==> src/rtl/pipe_ctrl_pkg.sv <==
// Shared types and constants for the pipeline hazard controller.
package pipe_ctrl_pkg;

  localparam logic [3:0] REG_PC      = 4'd15;
  localparam int         LDM_MAX_DEF = 16;
  localparam int         LDM_IDX_W   = $clog2(LDM_MAX_DEF);

  typedef enum logic [1:0] {
    RUN    = 2'd0,
    SWP_WR = 2'd1,
    LDM    = 2'd2,
    FLUSH  = 2'd3
  } fsm_e;

  // A zero count still performs one transfer; larger lists clamp to the sequencer depth.
  function automatic logic [4:0] ldm_cnt_clamp(input logic [4:0] raw, input logic [4:0] max_v);
    logic [4:0] res;
    if (raw == 5'd0) begin
      res = 5'd1;
    end else if (raw > max_v) begin
      res = max_v;
    end else begin
      res = raw;
    end
    return res;
  endfunction

endpackage

==> src/rtl/pipe_hazard_ctrl_if.sv <==
// Control bus between decode/execute status and the pipeline register controls.
interface pipe_hazard_ctrl_if;

  logic [2:0] id_src_vld;
  logic [3:0] id_rn_code;
  logic [3:0] id_rm_code;
  logic [3:0] id_rs_code;
  logic       ex_rd_vld;
  logic [3:0] ex_rd_code;
  logic       ex_is_load;
  logic       ex_is_swp;
  logic       ex_is_ldm;
  logic [4:0] ex_ldm_cnt;
  logic       ex_pc_wr;
  logic       mem_wait;
  logic       pc_en;
  logic       if_id_en;
  logic       id_ex_en;
  logic       ex_mem_en;
  logic       mem_wb_en;
  logic       if_id_flush;
  logic       id_ex_flush;
  logic       swp_phase;
  logic [3:0] ldm_idx;
  logic       busy;

  modport slave (
    input  id_src_vld, id_rn_code, id_rm_code, id_rs_code,
    input  ex_rd_vld, ex_rd_code, ex_is_load, ex_is_swp, ex_is_ldm, ex_ldm_cnt, ex_pc_wr,
    input  mem_wait,
    output pc_en, if_id_en, id_ex_en, ex_mem_en, mem_wb_en,
    output if_id_flush, id_ex_flush, swp_phase, ldm_idx, busy
  );

  modport master (
    output id_src_vld, id_rn_code, id_rm_code, id_rs_code,
    output ex_rd_vld, ex_rd_code, ex_is_load, ex_is_swp, ex_is_ldm, ex_ldm_cnt, ex_pc_wr,
    output mem_wait,
    input  pc_en, if_id_en, id_ex_en, ex_mem_en, mem_wb_en,
    input  if_id_flush, id_ex_flush, swp_phase, ldm_idx, busy
  );

endinterface

==> src/rtl/pipe_hazard_ctrl_hazard_detect.sv <==
// Load-use comparator: the EX load's destination against the valid ID sources.
module hazard_detect
  import pipe_ctrl_pkg::*;
(
  input  logic [2:0] i_src_vld,
  input  logic [3:0] i_rn_code,
  input  logic [3:0] i_rm_code,
  input  logic [3:0] i_rs_code,
  input  logic       i_ex_rd_vld,
  input  logic [3:0] i_ex_rd_code,
  input  logic       i_ex_is_load,
  output logic       o_load_use
);

  logic w_hit;

  assign w_hit = (i_src_vld[0] && (i_rn_code == i_ex_rd_code)) ||
                 (i_src_vld[1] && (i_rm_code == i_ex_rd_code)) ||
                 (i_src_vld[2] && (i_rs_code == i_ex_rd_code));

  // R15 destinations redirect the PC and are handled by the flush path instead.
  assign o_load_use = i_ex_is_load && i_ex_rd_vld && (i_ex_rd_code != REG_PC) && w_hit;

endmodule

==> src/rtl/pipe_hazard_ctrl.sv <==
// Pipeline controller: stalls, flushes and multi-cycle SWP/LDM sequencing for the ARMv4 core.
module pipe_hazard_ctrl
  import pipe_ctrl_pkg::*;
#(
  parameter int LDM_MAX      = 16,
  parameter int FLUSH_CYCLES = 1
) (
  input  logic               clk,
  input  logic               rst_n,
  pipe_hazard_ctrl_if.slave  bus
);

  localparam logic [1:0]           FLUSH_INIT = 2'(FLUSH_CYCLES - 1);
  localparam logic [4:0]           LDM_MAX_V  = 5'(LDM_MAX);
  localparam logic [LDM_IDX_W-1:0] IDX_TOP    = LDM_IDX_W'(LDM_MAX - 1);

  fsm_e                 r_fsm,       w_fsm_nxt;
  logic [4:0]           r_ldm_cnt_q, w_ldm_cnt_nxt;
  logic [LDM_IDX_W-1:0] r_ldm_idx,   w_ldm_idx_nxt;
  logic                 r_swp_phase, w_swp_nxt;
  logic [1:0]           r_flush_cnt, w_flush_nxt;

  logic       w_load_use;
  logic [4:0] w_cnt_in;
  logic       w_ldm_last;
  logic       w_pc_en, w_if_id_en, w_id_ex_en, w_ex_mem_en, w_mem_wb_en;
  logic       w_if_id_flush, w_id_ex_flush;

  hazard_detect u_hazard_detect (
    .i_src_vld    (bus.id_src_vld),
    .i_rn_code    (bus.id_rn_code),
    .i_rm_code    (bus.id_rm_code),
    .i_rs_code    (bus.id_rs_code),
    .i_ex_rd_vld  (bus.ex_rd_vld),
    .i_ex_rd_code (bus.ex_rd_code),
    .i_ex_is_load (bus.ex_is_load),
    .o_load_use   (w_load_use)
  );

  assign w_cnt_in   = ldm_cnt_clamp(bus.ex_ldm_cnt, LDM_MAX_V);
  assign w_ldm_last = ({1'b0, r_ldm_idx} == (r_ldm_cnt_q - 5'd1));

  // Control decision and next-state selection, mem_wait first.
  always_comb begin
    w_pc_en       = 1'b1;
    w_if_id_en    = 1'b1;
    w_id_ex_en    = 1'b1;
    w_ex_mem_en   = 1'b1;
    w_mem_wb_en   = 1'b1;
    w_if_id_flush = 1'b0;
    w_id_ex_flush = 1'b0;
    w_fsm_nxt     = r_fsm;
    w_ldm_cnt_nxt = r_ldm_cnt_q;
    w_ldm_idx_nxt = r_ldm_idx;
    w_swp_nxt     = r_swp_phase;
    w_flush_nxt   = r_flush_cnt;
    if (bus.mem_wait) begin
      w_pc_en     = 1'b0;
      w_if_id_en  = 1'b0;
      w_id_ex_en  = 1'b0;
      w_ex_mem_en = 1'b0;
      w_mem_wb_en = 1'b0;
    end else begin
      case (r_fsm)
        RUN: begin
          if (bus.ex_pc_wr) begin
            w_if_id_flush = 1'b1;
            w_id_ex_flush = 1'b1;
            if (FLUSH_CYCLES > 1) begin
              w_fsm_nxt   = FLUSH;
              w_flush_nxt = FLUSH_INIT;
            end else begin
              w_fsm_nxt   = RUN;
            end
          end else if (bus.ex_is_swp) begin
            w_pc_en    = 1'b0;
            w_if_id_en = 1'b0;
            w_id_ex_en = 1'b0;
            w_fsm_nxt  = SWP_WR;
            w_swp_nxt  = 1'b1;
          end else if (bus.ex_is_ldm) begin
            w_ldm_cnt_nxt = w_cnt_in;
            if (w_cnt_in != 5'd1) begin
              w_pc_en       = 1'b0;
              w_if_id_en    = 1'b0;
              w_id_ex_en    = 1'b0;
              w_fsm_nxt     = LDM;
              w_ldm_idx_nxt = LDM_IDX_W'(1);
            end else begin
              w_ldm_idx_nxt = '0;
            end
          end else if (w_load_use) begin
            w_pc_en       = 1'b0;
            w_if_id_en    = 1'b0;
            w_id_ex_flush = 1'b1;
          end else begin
            w_fsm_nxt = RUN;
          end
        end
        SWP_WR: begin
          w_swp_nxt = 1'b0;
          w_fsm_nxt = RUN;
          if (bus.ex_pc_wr) begin
            w_if_id_flush = 1'b1;
            w_id_ex_flush = 1'b1;
            if (FLUSH_CYCLES > 1) begin
              w_fsm_nxt   = FLUSH;
              w_flush_nxt = FLUSH_INIT;
            end else begin
              w_fsm_nxt   = RUN;
            end
          end else begin
            w_fsm_nxt = RUN;
          end
        end
        LDM: begin
          if (w_ldm_last) begin
            w_ldm_idx_nxt = '0;
            w_fsm_nxt     = RUN;
            if (bus.ex_pc_wr) begin
              w_if_id_flush = 1'b1;
              w_id_ex_flush = 1'b1;
              if (FLUSH_CYCLES > 1) begin
                w_fsm_nxt   = FLUSH;
                w_flush_nxt = FLUSH_INIT;
              end else begin
                w_fsm_nxt   = RUN;
              end
            end else begin
              w_fsm_nxt = RUN;
            end
          end else begin
            w_pc_en       = 1'b0;
            w_if_id_en    = 1'b0;
            w_id_ex_en    = 1'b0;
            w_ldm_idx_nxt = (r_ldm_idx == IDX_TOP) ? r_ldm_idx : r_ldm_idx + LDM_IDX_W'(1);
          end
        end
        FLUSH: begin
          w_if_id_flush = 1'b1;
          w_id_ex_flush = 1'b1;
          if (r_flush_cnt <= 2'd1) begin
            w_flush_nxt = 2'd0;
            w_fsm_nxt   = RUN;
          end else begin
            w_flush_nxt = r_flush_cnt - 2'd1;
          end
        end
        default: begin
          w_fsm_nxt = RUN;
        end
      endcase
    end
  end

  // Sequencer state; reset drops any sequence in flight.
  always_ff @(posedge clk or negedge rst_n) begin
    if (!rst_n) begin
      r_fsm       <= RUN;
      r_ldm_cnt_q <= 5'd0;
      r_ldm_idx   <= '0;
      r_swp_phase <= 1'b0;
      r_flush_cnt <= 2'd0;
    end else begin
      r_fsm       <= w_fsm_nxt;
      r_ldm_cnt_q <= w_ldm_cnt_nxt;
      r_ldm_idx   <= w_ldm_idx_nxt;
      r_swp_phase <= w_swp_nxt;
      r_flush_cnt <= w_flush_nxt;
    end
  end

  assign bus.pc_en       = w_pc_en;
  assign bus.if_id_en    = w_if_id_en;
  assign bus.id_ex_en    = w_id_ex_en;
  assign bus.ex_mem_en   = w_ex_mem_en;
  assign bus.mem_wb_en   = w_mem_wb_en;
  assign bus.if_id_flush = w_if_id_flush;
  assign bus.id_ex_flush = w_id_ex_flush;
  assign bus.swp_phase   = r_swp_phase;
  assign bus.ldm_idx     = r_ldm_idx;
  assign bus.busy        = (r_fsm != RUN) ||
                           (!bus.ex_pc_wr && (bus.ex_is_swp || (bus.ex_is_ldm && (w_cnt_in != 5'd1))));

endmodule

==> src/flat_wrapper.sv <==
// flat-port wrapper written by rule: the top's interface ports become plain ports
module pipe_hazard_ctrl_flat import pipe_ctrl_pkg::*;
#(
  parameter int LDM_MAX      = 16,
  parameter int FLUSH_CYCLES = 1
)
  (clk, rst_n, bus_id_src_vld, bus_id_rn_code, bus_id_rm_code, bus_id_rs_code, bus_ex_rd_vld, bus_ex_rd_code, bus_ex_is_load, bus_ex_is_swp, bus_ex_is_ldm, bus_ex_ldm_cnt, bus_ex_pc_wr, bus_mem_wait, bus_pc_en, bus_if_id_en, bus_id_ex_en, bus_ex_mem_en, bus_mem_wb_en, bus_if_id_flush, bus_id_ex_flush, bus_swp_phase, bus_ldm_idx, bus_busy);
  pipe_hazard_ctrl_if bus_i ();
  input  logic clk;
  input  logic rst_n;
  input wire logic [$bits(bus_i.id_src_vld)-1:0] bus_id_src_vld;
  input wire logic [$bits(bus_i.id_rn_code)-1:0] bus_id_rn_code;
  input wire logic [$bits(bus_i.id_rm_code)-1:0] bus_id_rm_code;
  input wire logic [$bits(bus_i.id_rs_code)-1:0] bus_id_rs_code;
  input wire logic [$bits(bus_i.ex_rd_vld)-1:0] bus_ex_rd_vld;
  input wire logic [$bits(bus_i.ex_rd_code)-1:0] bus_ex_rd_code;
  input wire logic [$bits(bus_i.ex_is_load)-1:0] bus_ex_is_load;
  input wire logic [$bits(bus_i.ex_is_swp)-1:0] bus_ex_is_swp;
  input wire logic [$bits(bus_i.ex_is_ldm)-1:0] bus_ex_is_ldm;
  input wire logic [$bits(bus_i.ex_ldm_cnt)-1:0] bus_ex_ldm_cnt;
  input wire logic [$bits(bus_i.ex_pc_wr)-1:0] bus_ex_pc_wr;
  input wire logic [$bits(bus_i.mem_wait)-1:0] bus_mem_wait;
  output wire logic [$bits(bus_i.pc_en)-1:0] bus_pc_en;
  output wire logic [$bits(bus_i.if_id_en)-1:0] bus_if_id_en;
  output wire logic [$bits(bus_i.id_ex_en)-1:0] bus_id_ex_en;
  output wire logic [$bits(bus_i.ex_mem_en)-1:0] bus_ex_mem_en;
  output wire logic [$bits(bus_i.mem_wb_en)-1:0] bus_mem_wb_en;
  output wire logic [$bits(bus_i.if_id_flush)-1:0] bus_if_id_flush;
  output wire logic [$bits(bus_i.id_ex_flush)-1:0] bus_id_ex_flush;
  output wire logic [$bits(bus_i.swp_phase)-1:0] bus_swp_phase;
  output wire logic [$bits(bus_i.ldm_idx)-1:0] bus_ldm_idx;
  output wire logic [$bits(bus_i.busy)-1:0] bus_busy;
  assign bus_i.id_src_vld = bus_id_src_vld;
  assign bus_i.id_rn_code = bus_id_rn_code;
  assign bus_i.id_rm_code = bus_id_rm_code;
  assign bus_i.id_rs_code = bus_id_rs_code;
  assign bus_i.ex_rd_vld = bus_ex_rd_vld;
  assign bus_i.ex_rd_code = bus_ex_rd_code;
  assign bus_i.ex_is_load = bus_ex_is_load;
  assign bus_i.ex_is_swp = bus_ex_is_swp;
  assign bus_i.ex_is_ldm = bus_ex_is_ldm;
  assign bus_i.ex_ldm_cnt = bus_ex_ldm_cnt;
  assign bus_i.ex_pc_wr = bus_ex_pc_wr;
  assign bus_i.mem_wait = bus_mem_wait;
  assign bus_pc_en = bus_i.pc_en;
  assign bus_if_id_en = bus_i.if_id_en;
  assign bus_id_ex_en = bus_i.id_ex_en;
  assign bus_ex_mem_en = bus_i.ex_mem_en;
  assign bus_mem_wb_en = bus_i.mem_wb_en;
  assign bus_if_id_flush = bus_i.if_id_flush;
  assign bus_id_ex_flush = bus_i.id_ex_flush;
  assign bus_swp_phase = bus_i.swp_phase;
  assign bus_ldm_idx = bus_i.ldm_idx;
  assign bus_busy = bus_i.busy;
  pipe_hazard_ctrl #(.LDM_MAX(LDM_MAX), .FLUSH_CYCLES(FLUSH_CYCLES)) u_core (.clk(clk), .rst_n(rst_n), .bus(bus_i));
endmodule
==> config.mk <==
export PLATFORM = sky130hd
export DESIGN_NAME = pipe_hazard_ctrl_flat
export DESIGN_NICKNAME = d
export VERILOG_FILES = /design/src/rtl/pipe_ctrl_pkg.sv /design/src/rtl/pipe_hazard_ctrl_if.sv /design/src/rtl/pipe_hazard_ctrl_hazard_detect.sv /design/src/rtl/pipe_hazard_ctrl.sv /design/src/flat_wrapper.sv
export SDC_FILE = /design/constraint.sdc
export NUM_CORES = 1
export LEC_CHECK = 0
export CORE_MARGIN = 5
export CORE_UTILIZATION = 46
export DETAILED_ROUTE_END_ITERATION = 12
export GPL_ROUTABILITY_DRIVEN = 0
export PLACE_DENSITY = 0.85
export SYNTH_ARGS = -nofsm -noshare
export SYNTH_HDL_FRONTEND = slang
export SYNTH_SLANG_ARGS = --single-unit
==> constraint.sdc <==
create_clock -name clk -period 5.1 [get_ports clk]
set_input_delay 1.53 -clock clk [delete_from_list [all_inputs] [get_ports clk]]
set_output_delay 1.53 -clock clk [all_outputs]
set_load 0.01 [all_outputs]
* Yosys cells after proc, flatten, opt, wreduce, memory -nomap -nowiden
Index checks and enable logic that the tools add are counted.
** Word-level totals
- Register bits after elaboration :: 14
- Bits of input ports :: 32
- Logic and storage cells :: 101
- Output and inout port bits :: 13
** Operators by class
- Reductions and logical operators :: 24
- Magnitude comparators :: 2
- Bitwise gates (word level) :: 3
- Multiplexer cells :: 45
- Eq/ne operators :: 19
- Add/subtract/negate cells :: 3
** Operators with widths (count)
- $mux 1 :: 23
- $mux 4 :: 5
- $mux 2 :: 8
- $eq 4x4->1 :: 3
- $mux 5 :: 2
- $reduce_and 5->1 :: 2
- $logic_and 1x1->1 :: 8
- $ne 2x2->1 const B :: 4
- $pmux 2 s4 :: 1
- $pmux 4 s2 :: 1
- $pmux 1 s2 :: 3
- $reduce_and 6->1 :: 1
- $reduce_bool 2->1 :: 3
- $eq 4x5->1 :: 1
- $gt 5x5->1 const B :: 1
- $logic_not 5->1 :: 1
- $ne 5x1->1 const B :: 1
- $ne 5x4->1 const B :: 1
- $ne 5x5->1 const B :: 1
- $sub 5x1->5 const B :: 1
- $add 4x1->4 const B :: 1
- $eq 2x2->1 const B :: 2
- $eq 4x4->1 const B :: 1
- $logic_or 1x1->1 :: 4
- 14 further kinds :: 17

* Longest topological paths before layout
- Word-level depth :: 11
- Mapped depth :: 8
- Depth with buffers taken out :: 8

* Modules after synthesis
Synthesis repeated with hierarchy kept, for this count alone.
** Second synthesis, totals
- Cells, all modules :: 134
- Area, all modules :: 1093.5 µm²
** Modules (own cells, without submodules)
- pipe_hazard_ctrl :: times used 1, area an instance 940.9 µm², cells an instance 113, seq. area each 350.3 µm²
- hazard_detect :: times used 1, area an instance 152.6 µm², cells an instance 21, seq. area each 0.0 µm²

* Worst setup path before layout
Ideal clock, no wire load.
- Kind :: in2out
- Start point :: input port bus_ex_ldm_cnt[1]
- End point :: output port bus_pc_en
- Stages on the path :: 6
- Buffers on the path :: 1
- Path slack :: 958 ps
- Data required time :: 3570 ps
- Arrival :: 2612 ps
- Cell sequence :: nor3_1 > nand2b_1 > a21oi_1 > o21ai_0 > a21oi_1 > buf_4
** Between the ends
- Cells in the longest elaborated chain, start to end :: 10
- Elaborated cells on any way between the ends :: 11
- Those cells by class :: order compare (1); eq/ne (1); mux (8); reduce/logical (1)
** Ends and longest elaborated chain
- from (decl) :: line flat_wrapper.sv:20 : input wire logic [$bits(bus_i.ex_ldm_cnt)-1:0] bus_ex_ldm_cnt;
- $gt 5x5->1 :: line pipe_ctrl_pkg.sv:20 : end else if (raw > max_v) begin
- $mux 5 :: line pipe_ctrl_pkg.sv:20
- $mux 5 * :: line pipe_ctrl_pkg.sv:18 : if (raw == 5'd0) begin
- $ne 5x1->1 * :: line pipe_hazard_ctrl.sv:83 : if (w_cnt_in != 5'd1) begin
- $mux 1 * (4 in a row)
- $pmux 1 s2 *
- $mux 1 *
- to (decl) :: line flat_wrapper.sv:23 : output wire logic [$bits(bus_i.pc_en)-1:0] bus_pc_en;
Every way passes the cells marked *; elsewhere a longest branch is shown, timed or not.

* Final worst setup path
- Start point :: input port bus_ex_ldm_cnt[1]
- End point :: output port bus_id_ex_en
** Between the ends
- Cells in the longest elaborated chain, start to end :: 10
- Elaborated cells on any way between the ends :: 11
- Those cells by class :: order compare (1); eq/ne (1); mux (8); reduce/logical (1)
** Ends and longest elaborated chain
- $gt 5x5->1 :: line pipe_ctrl_pkg.sv:20
- $mux 5 :: line pipe_ctrl_pkg.sv:20
- $mux 5 * :: line pipe_ctrl_pkg.sv:18
- $ne 5x1->1 * :: line pipe_hazard_ctrl.sv:83
- $mux 1 * :: line pipe_hazard_ctrl.sv:83
- $mux 1 * :: line pipe_hazard_ctrl.sv:81 : end else if (bus.ex_is_ldm) begin
- $mux 1 * :: line pipe_hazard_ctrl.sv:75 : end else if (bus.ex_is_swp) begin
- $mux 1 * :: line pipe_hazard_ctrl.sv:66 : if (bus.ex_pc_wr) begin
- $pmux 1 s2 * :: line pipe_hazard_ctrl.sv:64 : case (r_fsm)
- $mux 1 * :: line pipe_hazard_ctrl.sv:57 : if (bus.mem_wait) begin
- to (decl) :: line flat_wrapper.sv:25 : output wire logic [$bits(bus_i.id_ex_en)-1:0] bus_id_ex_en;
Marks and branches as above.

==> impl_metrics.csv <==
group,metric,value,unit
outcome,status,"complete, no violations",
yosys,ys_ff_latch,14,
layout,drive_gt1_share,8.09,%
floorplanning,core,2280,sq um
clock_network,cts_tree,"yes",
floorplanning,io-pin-count,45,
critical_path,crit_cells,8,
power_and_ir_drop,ir_worst_vdd,0.254,mV
layout,final_util,70.1,%
routing,routed_wl,3040,microns
layout,area_growth_syn_to_layout,42.8,%
yosys,synth_edf_count,0,
yosys,syn_nets,164,
sta,setup_viol,0,
yosys,yosysSeqAreaShare,31.4,%
clock_network,clock-sinks,14,
placement,dp.cells,198,
power_and_ir_drop,leakage,0.637,nW
yosys,post_synth_num_cell_types,39,
clock_network,clk_path_buf_depth,2,
critical_path,cp_max_fo,2,
critical_path,r2r-end,"u_core.bus.ldm_idx[0]",
floorplanning,fp.dieH,59.3,microns
sta,final_max_slew_viol_count,0,
clock_network,clkLatencyLatePin,0.28,ns
critical_path,cp.required,3.57,ns
global_route,grt_pass1_wl,5180,microns
clock_network,h-tree-depth,1,
sta,period_needed,4.90,ns
floorplanning,die_area,3510,sq um
layout,instances_no_fill,201,
sta,worstMarginPinSlew,0.656,ns
floorplanning,start_util,49.1,%
layout,antenna_cells,0,
sta,fmax,0.204,GHz
sta,post-route-period-util,96.1,%
critical_path,end_kind,"output pin",
clock_network,cts_setup_buffers,0,
global_route,antenna_found_initial,0,
critical_path,crit_type,"input port to output pin",
routing,viasPerCell,5.74,
placement,dp_hpwl,2480,microns
routing,drc_errors,0,
power_and_ir_drop,power_density,358,nW/um^2
floorplanning,fp.dieW,59.3,microns
routing,wl_per_cell,15.1,microns
critical_path,crit_chain,"clkdlybuf4s50_1 -> nor3_2 -> nand2b_1 -> a21oi_1 -> buf_4 -> inv_1 -> a21oi_1 -> clkdlybuf4s50_1",
clock_network,cts.clk_slew.worst_paths,0.08,ns
global_route,grt_max_degree,16,
routing,drtIter0Drc,37,
critical_path,crit_path_max_incr_delay,0.58,ns
critical_path,crit_buf_inv,4,
clock_network,cts-hold-fix-buffers,0,
worst_hold_path,min_path_type,"register to register",
floorplanning,rows,17,
critical_path,startpoint_type,"input port",
sta,report.final.hold_viol_count,0,
critical_path,r2r_slack,3.04,ns
yosys,syn_area_per_cell,8.59,sq um
critical_path,crit_start,"bus_ex_ldm_cnt[1]",
yosys,synth_warnings,0,
routing,firstDrtPassIters,4,
sta,finalHoldWorstSlack,0.532,ns
critical_path,worstPathArrival,3.37,ns
clock_network,cts-buffers-inserted,3,
yosys,synth-main-ff-cell,"dfrtp_1",
global_route,overflow,0,
critical_path,critPathTopFamily,"buffers and inverters",
critical_path,crit_slowest_cell,"clkdlybuf4s50_1",
sta,clock_skew,0.00426,ns
sta,slew_headroom,56.2,%
yosys,syn_area,1120,sq um
critical_path,r2r_start,"u_core.r_ldm_cnt_q[0]",
global_route,grt_use_total,19.1,%
layout,nets,209,
clock_network,root_buffer,"clkbuf_4",
sta,rsz0062_at_grt,"no",
global_route,grt_pass1_vias,1118,
yosys,postSynthCellCount,130,
placement,port-buffer-count,44,
routing,detail-route-antenna-nets,0,
yosys,async_flop_share,100,%
routing,vias,1153,
critical_path,rr_worst_depth,8,
job,max_cap_violations,0,
critical_path,crit_path_end,"bus_id_ex_en",
==> layer usage <==
layer | GRT usage (%) | vias to the layer above | routed length [microns]
met5 | 0 | - | 0
met4 | 4.53 | 0 | 19
met3 | 5.45 | 2 | 169
met2 | 31.4 | 34 | 1560
met1 | 24.5 | 556 | 1300
li1 | - | 561 | -
==> sequential cells by signal, summed over array words and instances (netlist names) <==
register / flops
u_core.r_fsm: 2
u_core.r_ldm_cnt_q: 5
u_core.bus.ldm_idx: 4
u_core.r_flush_cnt: 2
u_core.bus.swp_phase: 1
==> worst min-delay path by stage <==
| stage | startpoint | to | slack [ns] | cells after the start |
|---|---|---|---|---|
| 3_3_place_gp | u_core.r_flush_cnt[0] | u_core.r_flush_cnt[1] | 0.49 | 1 |
| 5_1_grt | u_core.r_flush_cnt[0] | u_core.r_flush_cnt[1] | 0.54 | 1 |
| 4_1_cts | u_core.r_flush_cnt[0] | u_core.r_flush_cnt[1] | 0.53 | 1 |
| 3_5_place_dp | u_core.r_flush_cnt[0] | u_core.r_flush_cnt[1] | 0.50 | 1 |
| 6_report | u_core.bus.swp_phase | u_core.bus.swp_phase | 0.53 | 1 |
| 2_1_floorplan | u_core.r_flush_cnt[0] | u_core.r_flush_cnt[1] | 0.48 | 1 |
==> cell type report <==
cell class                      count  area, sq um
Multi-Input combinational cell    101          703
Fill cell                         202          681
Timing Repair Buffer               46          450
Sequential cell                    14          350
Tap cell                           28         35.0
Inverter                            9         33.8
Clock buffer                        3         22.5
==> cells in the mapped netlist, types with 2 or more instances <==
| master | instances | area, sq um |
|---|---|---|
| a21oi_1 | 10 | 50.1 |
| buf_4 | 3 | 22.5 |
| clkbuf_1 | 2 | 7.51 |
| dfrtp_1 | 14 | 350 |
| ha_1 | 2 | 25.0 |
| inv_1 | 9 | 33.8 |
| nand2_1 | 10 | 37.5 |
| nand2b_1 | 2 | 12.5 |
| nand3b_1 | 4 | 30.0 |
| nand4_1 | 3 | 18.8 |
| nand4b_1 | 2 | 17.5 |
| nor2_1 | 7 | 26.3 |
| nor3_1 | 9 | 45.0 |
| nor3b_1 | 2 | 15.0 |
| nor4_1 | 3 | 18.8 |
| o21ai_0 | 8 | 40.0 |
| o31a_1 | 2 | 17.5 |
| or3_1 | 2 | 12.5 |
| xnor2_1 | 6 | 52.6 |
| xor2_1 | 11 | 96.3 |
==> repair_timing <==
item,in CTS,in global routing
cloned,0,0
pin swaps,1,0
hold endpoints to repair,0,0
resized for setup,4,1
setup endpoints to repair,3,1
==> kinds of logic (layout without fill, tap and decap cells) <==
family | count (synthesis) | after routing | synth area share [%]
AO/OA/AOI/OAI | 32 | 32 | 20.3
XOR/XNOR | 17 | 17 | 13.3
adder cells (fa/ha/maj) | 2 | 2 | 2.24
buffers and inverters | 15 | 58 | 6.16
flip-flops | 14 | 14 | 31.4
multiplexers | 2 | 2 | 1.90
AND/OR/NAND/NOR | 48 | 48 | 24.7
==> power by group <==
group	total (mW)	internal [mW]	leakage (nW)	switching [mW]
Combinational	0.302	0.159	0.445	0.143
Clock	0.0632	0.0274	0.0138	0.0358
Sequential	0.206	0.147	0.178	0.0582
Total	0.571	0.334	0.637	0.237
==> stage by stage <==
| stage | area, sq um | TNS (ns) | power (mW) | setup WS, ns |
|---|---|---|---|---|
| after floorplan | 1120 | 0 | 0.396 | 0.958 |
| after global placement | 1570 | -0.0371 | 0.500 | -0.0371 |
| after detailed placement | 1570 | -0.184 | 0.513 | -0.0930 |
| after CTS | 1590 | 0 | 0.573 | 0.139 |
| after global routing | 1600 | 0 | 0.619 | 0.0681 |
| final | 1600 | 0 | 0.571 | 0.199 |
==> placed cells by master (no fill, tap or decap), types with 6 or more instances in the layout <==
| cell | instances |
|---|---|
| clkdlybuf4s50_1 | 40 |
| dfrtp_1 | 14 |
| xor2_1 | 11 |
| a21oi_1 | 10 |
| nand2_1 | 10 |
| inv_1 | 9 |
| nor3_1 | 8 |
| o21ai_0 | 8 |
| nor2_1 | 7 |
| xnor2_1 | 6 |
Power figures use the tool's default switching activity.
